===== src/rtl/chip_clock_phase_calibrator_if.sv =====
// Control/status bundle for the chip-clock phase calibrator.
// master drives run-control and decoder samples; slave is the calibrator.
interface chip_clock_phase_calibrator_if #(
  parameter int PHASE_W = 1,
  parameter int CNT_W   = 16
);
  logic               start;
  logic               abort;
  logic               manual_load;
  logic [PHASE_W-1:0] manual_phase;
  logic               sample_valid;
  logic               sample_ok;
  logic [PHASE_W-1:0] phase_sel;
  logic               busy;
  logic               done;
  logic               locked;
  logic [PHASE_W-1:0] best_phase;
  logic [CNT_W-1:0]   best_count;

  modport master (
    output start, abort, manual_load, manual_phase,
    output sample_valid, sample_ok,
    input  phase_sel, busy, done, locked,
    input  best_phase, best_count
  );

  modport slave (
    input  start, abort, manual_load, manual_phase,
    input  sample_valid, sample_ok,
    output phase_sel, busy, done, locked,
    output best_phase, best_count
  );
endinterface


===== src/rtl/chip_clock_phase_calibrator.sv =====
// Sweeps chip-clock phases, scores comma matches per window,
// then applies the best phase and reports lock.
module chip_clock_phase_calibrator #(
  parameter int NUM_PHASES     = 2,
  parameter int PHASE_W        = 1,
  parameter int SETTLE_CYCLES  = 16,
  parameter int WINDOW_LEN     = 1024,
  parameter int CNT_W          = 16,
  parameter int LOCK_THRESHOLD = 512
) (
  input  logic clock,
  input  logic reset,
  chip_clock_phase_calibrator_if.slave bus
);

  localparam int TMAX = (SETTLE_CYCLES > WINDOW_LEN) ?
                        SETTLE_CYCLES : WINDOW_LEN;
  localparam int TW = $clog2(TMAX + 1);
  localparam logic [TW-1:0] SET_END = TW'(SETTLE_CYCLES - 1);
  localparam logic [TW-1:0] WIN_END = TW'(WINDOW_LEN - 1);
  localparam logic [CNT_W-1:0] CNT_MAX = '1;
  localparam logic [PHASE_W-1:0] LAST_PH = PHASE_W'(NUM_PHASES - 1);

  typedef enum logic [1:0] {
    IDLE,
    SETTLE,
    MEASURE,
    COMPARE
  } state_t;

  state_t             state_q, state_d;
  logic [TW-1:0]      tmr_q, tmr_d;
  logic [CNT_W-1:0]   cnt_q, cnt_d;
  logic [PHASE_W-1:0] phase_sel_q, phase_sel_d;
  logic [PHASE_W-1:0] prev_phase_q, prev_phase_d;
  logic               busy_q, busy_d;
  logic               done_q, done_d;
  logic               locked_q, locked_d;
  logic [PHASE_W-1:0] best_phase_q, best_phase_d;
  logic [CNT_W-1:0]   best_count_q, best_count_d;

  logic [CNT_W-1:0]   win_count;
  logic [PHASE_W-1:0] win_phase;
  logic               man_ok;
  logic               hit;

  always_comb begin
    state_d      = state_q;
    tmr_d        = tmr_q;
    cnt_d        = cnt_q;
    phase_sel_d  = phase_sel_q;
    prev_phase_d = prev_phase_q;
    busy_d       = busy_q;
    done_d       = 1'b0;
    locked_d     = locked_q;
    best_phase_d = best_phase_q;
    best_count_d = best_count_q;

    // strict compare: a tie keeps the earlier (lower) phase
    win_count = best_count_q;
    win_phase = best_phase_q;
    if (cnt_q > best_count_q) begin
      win_count = cnt_q;
      win_phase = phase_sel_q;
    end

    man_ok = bus.manual_phase <= LAST_PH;
    hit    = bus.sample_valid & bus.sample_ok;

    unique case (state_q)
      IDLE: begin
        if (bus.start && !bus.abort) begin
          prev_phase_d = phase_sel_q;
          phase_sel_d  = '0;
          busy_d       = 1'b1;
          cnt_d        = '0;
          best_count_d = '0;
          best_phase_d = '0;
          tmr_d        = '0;
          state_d      = SETTLE;
        end else if (bus.manual_load && !bus.start && man_ok) begin
          phase_sel_d = bus.manual_phase;
          locked_d    = 1'b0;
        end
      end
      SETTLE: begin
        tmr_d = tmr_q + 1'b1;
        if (tmr_q == SET_END) begin
          tmr_d   = '0;
          state_d = MEASURE;
        end
      end
      MEASURE: begin
        tmr_d = tmr_q + 1'b1;
        if (hit && cnt_q != CNT_MAX)
          cnt_d = cnt_q + 1'b1;
        if (tmr_q == WIN_END) begin
          tmr_d   = '0;
          state_d = COMPARE;
        end
      end
      COMPARE: begin
        best_count_d = win_count;
        best_phase_d = win_phase;
        if (phase_sel_q == LAST_PH) begin
          phase_sel_d = win_phase;
          locked_d    = 32'(win_count) >= 32'(LOCK_THRESHOLD);
          done_d      = 1'b1;
          busy_d      = 1'b0;
          state_d     = IDLE;
        end else begin
          phase_sel_d = phase_sel_q + 1'b1;
          cnt_d       = '0;
          state_d     = SETTLE;
        end
      end
      default: state_d = IDLE;
    endcase

    // abort restores the phase in use before the sweep
    if (state_q != IDLE && bus.abort) begin
      state_d      = IDLE;
      busy_d       = 1'b0;
      done_d       = 1'b0;
      locked_d     = 1'b0;
      phase_sel_d  = prev_phase_q;
      best_count_d = best_count_q;
      best_phase_d = best_phase_q;
      cnt_d        = cnt_q;
      tmr_d        = '0;
    end
  end

  always_ff @(posedge clock or posedge reset) begin
    if (reset) begin
      state_q      <= IDLE;
      tmr_q        <= '0;
      cnt_q        <= '0;
      phase_sel_q  <= '0;
      prev_phase_q <= '0;
      busy_q       <= 1'b0;
      done_q       <= 1'b0;
      locked_q     <= 1'b0;
      best_phase_q <= '0;
      best_count_q <= '0;
    end else begin
      state_q      <= state_d;
      tmr_q        <= tmr_d;
      cnt_q        <= cnt_d;
      phase_sel_q  <= phase_sel_d;
      prev_phase_q <= prev_phase_d;
      busy_q       <= busy_d;
      done_q       <= done_d;
      locked_q     <= locked_d;
      best_phase_q <= best_phase_d;
      best_count_q <= best_count_d;
    end
  end

  assign bus.phase_sel  = phase_sel_q;
  assign bus.busy       = busy_q;
  assign bus.done       = done_q;
  assign bus.locked     = locked_q;
  assign bus.best_phase = best_phase_q;
  assign bus.best_count = best_count_q;

endmodule

===== src/flat_wrapper.sv =====
// flat-port wrapper written by rule: the top's interface ports become plain ports
module chip_clock_phase_calibrator_flat 
#(
  parameter int NUM_PHASES     = 2,
  parameter int PHASE_W        = 1,
  parameter int SETTLE_CYCLES  = 16,
  parameter int WINDOW_LEN     = 1024,
  parameter int CNT_W          = 16,
  parameter int LOCK_THRESHOLD = 512
)
  (clock, reset, bus_start, bus_abort, bus_manual_load, bus_manual_phase, bus_sample_valid, bus_sample_ok, bus_phase_sel, bus_busy, bus_done, bus_locked, bus_best_phase, bus_best_count);
  chip_clock_phase_calibrator_if #(.PHASE_W(PHASE_W), .CNT_W(CNT_W)) bus_i ();
  input  logic clock;
  input  logic reset;
  input wire logic [$bits(bus_i.start)-1:0] bus_start;
  input wire logic [$bits(bus_i.abort)-1:0] bus_abort;
  input wire logic [$bits(bus_i.manual_load)-1:0] bus_manual_load;
  input wire logic [$bits(bus_i.manual_phase)-1:0] bus_manual_phase;
  input wire logic [$bits(bus_i.sample_valid)-1:0] bus_sample_valid;
  input wire logic [$bits(bus_i.sample_ok)-1:0] bus_sample_ok;
  output wire logic [$bits(bus_i.phase_sel)-1:0] bus_phase_sel;
  output wire logic [$bits(bus_i.busy)-1:0] bus_busy;
  output wire logic [$bits(bus_i.done)-1:0] bus_done;
  output wire logic [$bits(bus_i.locked)-1:0] bus_locked;
  output wire logic [$bits(bus_i.best_phase)-1:0] bus_best_phase;
  output wire logic [$bits(bus_i.best_count)-1:0] bus_best_count;
  assign bus_i.start = bus_start;
  assign bus_i.abort = bus_abort;
  assign bus_i.manual_load = bus_manual_load;
  assign bus_i.manual_phase = bus_manual_phase;
  assign bus_i.sample_valid = bus_sample_valid;
  assign bus_i.sample_ok = bus_sample_ok;
  assign bus_phase_sel = bus_i.phase_sel;
  assign bus_busy = bus_i.busy;
  assign bus_done = bus_i.done;
  assign bus_locked = bus_i.locked;
  assign bus_best_phase = bus_i.best_phase;
  assign bus_best_count = bus_i.best_count;
  chip_clock_phase_calibrator #(.NUM_PHASES(NUM_PHASES), .PHASE_W(PHASE_W), .SETTLE_CYCLES(SETTLE_CYCLES), .WINDOW_LEN(WINDOW_LEN), .CNT_W(CNT_W), .LOCK_THRESHOLD(LOCK_THRESHOLD)) u_core (.clock(clock), .reset(reset), .bus(bus_i));
endmodule

===== config.mk =====
export PLATFORM = sky130hd
export DESIGN_NAME = chip_clock_phase_calibrator_flat
export DESIGN_NICKNAME = d
export VERILOG_FILES = /design/src/rtl/chip_clock_phase_calibrator_if.sv /design/src/rtl/chip_clock_phase_calibrator.sv /design/src/flat_wrapper.sv
export SDC_FILE = /design/constraint.sdc
export NUM_CORES = 1
export LEC_CHECK = 0
export ABC_AREA = 1
export CAP_MARGIN = 15
export CORE_MARGIN = 4
export CORE_UTILIZATION = 40
export DETAILED_ROUTE_END_ITERATION = 10
export SLEW_MARGIN = 20
export SYNTH_ARGS = -nofsm -noshare
export SYNTH_HDL_FRONTEND = slang
export SYNTH_SLANG_ARGS = --single-unit

===== constraint.sdc =====
create_clock -name clock -period 2.8 [get_ports clock]
set_input_delay 0.56 -clock clock [delete_from_list [all_inputs] [get_ports clock]]
set_output_delay 0.56 -clock clock [all_outputs]
set_load 0.005 [all_outputs]

==> impl_results.md <==
- Tot GR Track Use: between 10% and 20%
- Crit Path Max Fanout: 13
- Type of element capturing the critical path: register
- Setup CP Type: input pin to register
- F_max: 0.431 GHz
- Post-route antenna net violation count: 0
- CTS Buf Count: 5
- Syn Inst Count: between 400 and 500
- # H-tree levels: 2
- Placer Congestion: 0.854
- Initial Util: about two fifths
- Setup repair bufs after CTS: 0
- Synth top area share: slightly below 40%
- Post-synth EDFFs: 0
- PortBufs: 28
- Cell variety after synth: 43
- Final hold vios: 0
- Layout Nets: between 400 and 500
- Final Cycle Share: between 80% and 90%
- Post-synth net total: 440
- Tmin final: ~2.3 ns
- Top-count cell post-synth: nand2_1
- IO Pins: 29
- Clock tree buffer depth: 2
- Vias in the first global route: about 2700
- Largest net degree at the start of global routing: 30
- Hold Crit Class: register to register
- Worst-path clk slew: around 0.090 ns
- Top Family by Delay on Critical Path: buffers and inverters
- Status: completed
- Slowest stage delay, CP: 0.46 ns
- Fraction of registers with async set/reset: 100%
- Worst R2R Start: u_core.state_q[0]
- CP bufs+invs: 3
- Vias: about 2800
- Synth Cell Area: roughly 3200 um2
- Least-Margin Pin Slew: between 0.5 and 0.6 ns
- Dominant synthesized flop cell: dfrtp_1
- Post-DP HPWL: ~5.7 mm
- Top cells by area, synth: dfrtp_1 (39%), nand2_1 (9.7%), ha_1 (8.9%), inv_1 (6.7%), nor2_1 (4.8%)
- Crit path launch: bus_start
- Element type at the critical path start: input pin
- Clock sinks: 51
- Worst EP required: 3.00 ns
- Sequential fraction of the synthesis area: approximately two fifths
- Setup violations, final: 0
- Layout cells sized above 1: 10.8%
- Core area: 7810 um2
- Dpl ws: roughly 0.16 ns
- Top post-synthesis cells by count: nand2_1 (84), inv_1 (58), dfrtp_1 (51)
- Synthesized flop and latch total: 51
- CTS resizes: 0
- Largest area contributor in the netlist: dfrtp_1
- Area of the die: approximately 9600 um2
- Die X: ~98 um
- # Max-Cap Violations: 0
- Unrepaired setup endpoints after global routing: false
- Clock root buffer: clkbuf_8
- Crit path DAT: about 2.5 ns
- Row count: 32
- First-pass GRT wire length: between 10 and 15 mm
- Slew HR: roughly 66%
- N_diodes: 0
- Hold Buf Count CTS: 0
- Worst Hold Launch: u_core.bus.locked
- Initial antenna violation count: 0
- Setup TNS: 0 ns
- Global route overflow: 0
- Syn_area_per_cell: slightly below 8 um2
- Starting DRC count in detailed routing: about 90
- Worst Skew: roughly 0.0085 ns
- Pre-antenna DRT Iters: 4
- Clock latency on the worst-skew pair: between 0.3 and 0.4 ns
- Leak: 1.74 nW
- Area grow syn2layout: 16.3%
- Detailed-route vias per instance: about 5
- YS warnings: 0
- Setup WS post-layout: just under 0.5 ns
- Max Slew Vio Count: 0
- Wire per inst: 13.1 um
- Maximum vdd drop: roughly 0.33 mV
- CTS tree: done
- Pwr dens: 1030 nW/um2
- # DRC: 0
- CP cell instances: clkdlybuf4s50_1, inv_1, o21ai_2, nand3_1, nor2_1, a21oi_2, inv_2, nand2_1, nor2_1, nand2_1, o21ai_0, a21oi_1
- Vertical die dimension: between 90 and 100 um
- Critical Path Slowest Stage Cell: clkdlybuf4s50_1
- Total wire length: between 7 and 8 mm
## through the flow
step                utilization, %  power (W)  std cells  hold slack, ns  instance area [um2]
floorplan                        -    0.00279        409           0.472                 3240
global placement              46.9    0.00337        540           0.473                 3660
detailed placement            46.9    0.00340        540           0.486                 3660
CTS                           48.3    0.00393        547           0.509                 3770
global route                  48.3    0.00429        547           0.530                 3770
finish                        48.3    0.00388        547           0.501                 3770
## power by group
part	internal, W	switching, W	leakage [nW]
sequential	0.000882	0.000119	0.697
combinational	0.000846	0.00153	0.993
clock	0.000261	0.000242	0.0502
total	0.00199	0.00189	1.74
## worst register-to-register path, cell delays in order, from the launching register on
cell and delay (ns):
dfrtp_1 0.44, inv_1 0.12, ha_1 0.30, o21ai_2 0.16, nand3_1 0.20, nor2_1 0.15
a21oi_2 0.12, inv_2 0.20, nand2_1 0.10, nor2_1 0.13, nand2_1 0.08, o21ai_0 0.16
a21oi_1 0.06
## final cells by class
type,count,area [um2]
tap,102,128
multi-input combinational,292,1690
clock inverter,2,37.5
inverter,62,235
fill,767,4040
sequential,51,1280
timing repair buffer,33,330
clock buffer,5,68.8
## registers in the layout (all words and copies together) (netlist names)
register,flops
u_core.cnt_q,16
u_core.state_q,2
u_core.tmr_q,11
u_core.bus.phase_sel,1
u_core.bus.done,1
u_core.bus.locked,1
u_core.bus.best_count,16
u_core.bus.best_phase,1
u_core.bus.busy,1
u_core.prev_phase_q,1
## cells in the final DEF (no fill, tap or decap), types with 2 or more instances in the layout
cell             count
nand3_1             20
o21ai_0             28
clkbuf_8             5
xor2_1               3
nand2_2              4
nand4_1              5
o21ai_1              3
inv_2                4
nand2_4              2
a21oi_1             26
nor2_4               4
nand2_1             84
nor3_1              10
a21oi_2              2
o21a_1               2
dfrtp_1             51
o21ai_2              4
clkdlybuf4s50_1     28
a211oi_2             2
ha_1                23
buf_4                4
nor2_2               2
o22ai_1              6
inv_1               57
xnor2_1              3
nor2_1              41
nor3_2               3
## final timing paths
| kind | slack (ns) | endpoint | cells after the start |
|---|---|---|---|
| hold reg to reg | 0.50 | u_core.bus.locked | 2 |
| setup / recovery | 0.48 | u_core.cnt_q[4] | 12 |
| max in group asynchronous | 1.67 | u_core.cnt_q[10] | 3 |
| setup reg to reg | 0.49 | u_core.cnt_q[4] | 12 |
| hold / removal | 0.50 | u_core.bus.locked | 2 |
| min in group asynchronous | 0.60 | u_core.cnt_q[3] | 2 |
## metal layers
layer,wire (um),up-vias,track usage (%)
met3,219,11,2.57
met5,0,-,0
li1,-,1413,-
met4,122,0,5.32
met1,3420,1285,21.8
met2,3400,41,25.3
## logic make-up (layout without fill, tap and decap cells)
| group | Yosys count | count (layout) | synth area share, % |
|---|---|---|---|
| flip-flops | 51 | 51 | 39.4 |
| AO/OA/AOI/OAI | 80 | 80 | 14.9 |
| XOR/XNOR | 6 | 6 | 1.62 |
| buffers and inverters | 66 | 102 | 8.35 |
| adder cells (fa/ha/maj) | 23 | 23 | 8.89 |
| AND/OR/NAND/NOR | 182 | 182 | 26.5 |
| multiplexers | 1 | 1 | 0.348 |
(Power assumes the default switching activity.)
